## config.mk

```make
export PLATFORM = sky130hd
export DESIGN_NAME = perf_counter_bank
export DESIGN_NICKNAME = d
export VERILOG_FILES = /design/src/rtl/perf_counter_bank.sv
export SDC_FILE = /design/constraint.sdc
export NUM_CORES = 1
export LEC_CHECK = 0
export ABC_AREA = 1
export ABC_CLOCK_PERIOD_IN_PS = 2600
export CORE_ASPECT_RATIO = 0.9
export CORE_MARGIN = 10
export CORE_UTILIZATION = 50
export DETAILED_ROUTE_END_ITERATION = 12
export PLACE_DENSITY = 0.79
export SYNTH_ARGS = -nofsm -noshare
export SYNTH_HDL_FRONTEND = slang
export SYNTH_SLANG_ARGS = --single-unit
```

## constraint.sdc

```tcl
create_clock -name clk -period 2.6 [get_ports clk]
set_input_delay 0.52 -clock clk [delete_from_list [all_inputs] [get_ports clk]]
set_output_delay 0.52 -clock clk [all_outputs]
set_load 0.01 [all_outputs]
```

## src/rtl/perf_counter_bank.sv

```systemverilog
// Cycle/event counter bank with start/stop/clear control, self-halting cycle limit,
// snapshot shadow bank and a registered read port.
module perf_counter_bank #(
  parameter int unsigned NUM_CNT = 4,
  parameter int unsigned CNT_W   = 32
) (
  input  logic               clk,
  input  logic               rst,
  input  logic [NUM_CNT-1:0] event_i,
  input  logic               start,
  input  logic               stop,
  input  logic               clear,
  input  logic               snap,
  input  logic [CNT_W-1:0]   limit,
  input  logic [3:0]         rd_addr,
  output logic [CNT_W-1:0]   rd_data,
  output logic               running,
  output logic               done,
  output logic [NUM_CNT-1:0] ovf
);

  typedef enum logic [1:0] {StIdle, StRun, StDone} state_e;

  localparam logic [CNT_W-1:0] One = CNT_W'(1);

  state_e             state_q, state_d;
  logic [CNT_W-1:0]   cnt_q    [NUM_CNT];
  logic [CNT_W-1:0]   cnt_d    [NUM_CNT];
  logic [CNT_W-1:0]   shadow_q [NUM_CNT];
  logic [NUM_CNT-1:0] ovf_q, ovf_d;
  logic [CNT_W-1:0]   rd_data_q, rd_data_d;
  logic               count_en;
  logic               limit_hit;

  // A stop or clear in the same cycle suppresses the increment at that edge.
  assign count_en  = (state_q == StRun) && !clear && !stop;
  assign limit_hit = count_en && (limit != '0) && ((cnt_q[0] + One) == limit);

  always_comb begin
    ovf_d = ovf_q;
    for (int k = 0; k < NUM_CNT; k++) begin
      cnt_d[k] = cnt_q[k];
      if (clear) begin
        cnt_d[k] = '0;
      end else if (count_en && ((k == 0) || event_i[k])) begin
        cnt_d[k] = cnt_q[k] + One;
        if (&cnt_q[k]) ovf_d[k] = 1'b1;
      end
    end
    if (clear) ovf_d = '0;
  end

  always_comb begin
    state_d = state_q;
    if (clear) begin
      state_d = (start && !stop) ? StRun : StIdle;
    end else begin
      unique case (state_q)
        StIdle:  if (start && !stop) state_d = StRun;
        StRun: begin
          if (stop)           state_d = StIdle;
          else if (limit_hit) state_d = StDone;
        end
        StDone:  state_d = StDone;
        default: state_d = StIdle;
      endcase
    end
  end

  // Out-of-range addresses fall through to zero.
  always_comb begin
    rd_data_d = '0;
    for (int i = 0; i < NUM_CNT; i++) begin
      if (rd_addr == 4'(i)) rd_data_d = shadow_q[i];
    end
  end

  always_ff @(posedge clk or negedge rst) begin
    if (!rst) begin
      state_q   <= StIdle;
      ovf_q     <= '0;
      rd_data_q <= '0;
      for (int k = 0; k < NUM_CNT; k++) begin
        cnt_q[k]    <= '0;
        shadow_q[k] <= '0;
      end
    end else begin
      state_q   <= state_d;
      ovf_q     <= ovf_d;
      rd_data_q <= rd_data_d;
      for (int k = 0; k < NUM_CNT; k++) begin
        cnt_q[k] <= cnt_d[k];
        if (snap) shadow_q[k] <= cnt_q[k];
      end
    end
  end

  assign rd_data = rd_data_q;
  assign running = (state_q == StRun);
  assign done    = (state_q == StDone);
  assign ovf     = ovf_q;

endmodule

```

==> out/metrics.yaml <==
dp.final_hpwl_um: 29940
num_rows: 59
drtIter0Drc: 1561
fin_area_um2: 17730
final_nets: 2145
combPwrFrac: 0.063
numPortBuffers: 82
rsz0062_at_grt: "false"
critPathCaptureType: "flop"
min_from: "snap"
p_switching_uw: 2210
h-tree-depth: 1
reg2reg_slack_ns: 0.16
tightestPinTransition_ns: 0.5578
gp_congestion: 0.9619
cp.required_ns: 3.04
fin_crit_sh: 0.9399
r2r_cells: 15
hold_class: "in2reg"
synth-compound-area-share: 0.1315
hold_viol: 0
synth.distinct_cells: 47
grtUsageTotal: 0.2192
syn_area_um2: 14950
ios: 84
rr_endpoint: "state_q[1]$_DFFE_PN0P_"
min_period_ns: 2.444
grt_max_degree: 77
final_max_slew_viol_count: 0
wire_per_inst_um: 16.44
ys.flop_type: "dfrtp_1"
tritoncts: "built"
max_slew_margin: 0.6242
status: "completed"
muxShareOfSynthArea: 0.0006695
clockBufferDepth: 3
p_clk_frac: 0.456
worstSetupPathType: "reg2reg"
post_cts_buffers: 0
finalPower_uw: 9603
vias_per_cell: 5.491
synth_edf_count: 0
fin_skew_ns: 0.01205
layout-drive-gt1-share: 0.07692
vias: 13810
syn-instance-count: 1975
diodes: 0
final_cell_mix: "nand2_1, inv_1, dfrtp_1"
dieArea_um2: 37230
core_um2: 29230
synth_top_family_by_area: "simple AND/OR/NAND/NOR gates"
slowest_delay_ns: 0.42
insertion_delay_ns: 0.55
wirelength_um: 41340
fill_cells: 2521
hold_depth: 3
grt_pass1_vias: 13130
yosys.area_share.xor_xnor: 0.006862
placed_cell_area_um2: 16680
async_reset_ff_frac: 1.000
whs_endpoint: "shadow_q[17]$_DFFE_PN0P_"
yosysWarnings: 0
overflow: 0
p_leak_uw: 0.007651
irDropWorstVdd_v: 0.0005416
critPathBufInv: 1
yosys.area_share.simple: 0.2746
numCtsBuffers: 30
start_kind: "flop"
synthAdderAreaFrac: 0.003347
p_int_uw: 7393
yosys.area.top_type: "dfrtp_1"
syn_area_per_cell_um2: 7.571
clkSlewWorstSetupHoldPaths_ns: 0.06
antenna_found_initial: 0
mostFrequentLayoutCell: "nand2_1"
startpoint: "cnt_q[96]$_DFFE_PN0P_"
crit_fanout: 8
power_switching_share: 0.2301
synth_area_leaders: "dfrtp_1, nand2_1, inv_1"
finalSetupViolCount: 0
remaining_drc_errors: 0
critical-path-top-delay-family: "simple AND/OR/NAND/NOR gates"
synth_seq_cells: 294
yosysSeqAreaShare: 0.4921
root_buffer: "clkbuf_16"
fmax_mhz: 409.2
power_density_nw_per_um2: 541.6
cp_slowest_cell: "dfrtp_2"
synth_top_area_frac: 0.4921
crit_top_cell: "nand2_1"
cts_sinks: 294
drtAntennaViolNets: 0
path_cells: "ha_1 > nand2_1 > nor2_4 > nand2_2 > nor2_4 > nand2_1 > nand2_1 > nand3_1 > nand2_1 > inv_1 > nand3_1 > nor2_1 > nand3_1 > o21bai_2 > and2b_1"
die_w_um: 202.3
drt_first_pass_iters: 6
drv_cap: 0
p_seq_frac: 0.481
area_delta_synth_final_pct: 18.57
grt_pass1_wl_um: 67430
initial_core_util: 0.5115
cp.arrival_ns: 2.89
reg2reg_from: "cnt_q[96]$_DFFE_PN0P_"
die_h_um: 184.1
syn_nets: 2025
-- cell families after synthesis --
kind of cell / count (synthesis)
compound gates: 366
buf+inv: 361
mux: 1
fa+ha+maj: 4
xor+xnor: 7
flops: 294
simple gates: 942
-- how the worst max path moves through the flow --
stage                                         to  slack (ns)  cells past startpoint
after floorplan            cnt_q[94]$_DFFE_PN0P_        0.48                     15
after global placement     cnt_q[94]$_DFFE_PN0P_       -0.10                     15
after detailed placement   cnt_q[94]$_DFFE_PN0P_       -0.15                     15
after CTS                 state_q[0]$_DFFE_PN0P_        0.12                     15
after global routing      state_q[0]$_DFFE_PN0P_       0.007                     16
final                     state_q[1]$_DFFE_PN0P_        0.16                     15
-- final cells by class --
cell class / instances / area, um2 / share of cell area
flip-flops and latches: 294 / 7360 / 0.4151
inverters: 301 / 1132 / 0.06387
multi-input cells: 1320 / 6245 / 0.3522
clock buffers: 49 / 953.4 / 0.05378
well taps: 396 / 495.5 / 0.02795
clock inverters: 7 / 67.56 / 0.003811
repair buffers: 148 / 1475 / 0.08321
-- per-layer routing --
layer / part of all wire / track usage / vias up / wire length [um]
met2: 0.44 / 0.3357 / 612 / 18170
met3: 0.085 / 0.03524 / 87 / 3506
li1: - / - / 6630 / -
met1: 0.45 / 0.3116 / 6481 / 18460
met4: 0.029 / 0.07096 / 0 / 1197
met5: 0 / 0 / - / 0
-- tightest hold or removal path: stages --
cell and delay, ns:
buf_6 0.22, nand2_1 0.12, o21ai_0 0.07
-- synthesized netlist by cell type (3+ instances only) --
| cell type | instances |
|---|---|
| ha_1 | 4 |
| a21oi_1 | 65 |
| xor2_1 | 4 |
| nor2_2 | 10 |
| nand4_1 | 30 |
| nor4_1 | 11 |
| nor3_2 | 3 |
| a211oi_1 | 3 |
| o22ai_1 | 53 |
| nand2_1 | 448 |
| nor2_1 | 235 |
| xnor3_1 | 3 |
| a31oi_1 | 7 |
| nand3_1 | 108 |
| nand3b_1 | 9 |
| inv_2 | 3 |
| clkbuf_1 | 56 |
| nor3_1 | 54 |
| nor2_4 | 8 |
| inv_1 | 295 |
| dfrtp_1 | 294 |
| o21a_1 | 9 |
| nand2_2 | 6 |
| and3_1 | 5 |
| o21ai_0 | 220 |
-- power groups by stage --
stage	clock network, uW	logic [uW]	registers [uW]
floorplan	0	259	4700
global placement	0	589	4700
detailed placement	0	600	4700
CTS	4430	604	4620
global route	4620	663	4620
finish	4380	604	4620
-- timing repair --
action,in CTS,in global routing
endpoints found under the setup margin,0,2
gates resized for setup,0,5
hold buffers,1,0
hold endpoints to repair,56,0
-- registers in the layout, indices dropped and copies added, names as in the netlist --
register	flops
ovf	4
rd_data	32
state_q	2
cnt_q	128
shadow_q	128
-- stage by stage --
step / std cells / TNS (ns) / util / hold WS (ns) / worst slack, ns
2_1_floorplan: 1975 / 0 / - / 0.2244 / 0.4836
3_3_place_gp: 2458 / -0.5213 / 0.5708 / 0.4655 / -0.1038
3_5_place_dp: 2458 / -1.435 / 0.5708 / 0.4821 / -0.1495
4_1_cts: 2515 / 0 / 0.6060 / 0.4449 / 0.1221
5_1_grt: 2515 / 0 / 0.6064 / 0.4706 / 0.007123
6_report: 2515 / 0 / 0.6064 / 0.4272 / 0.1563
(Power assumes the default switching activity.)
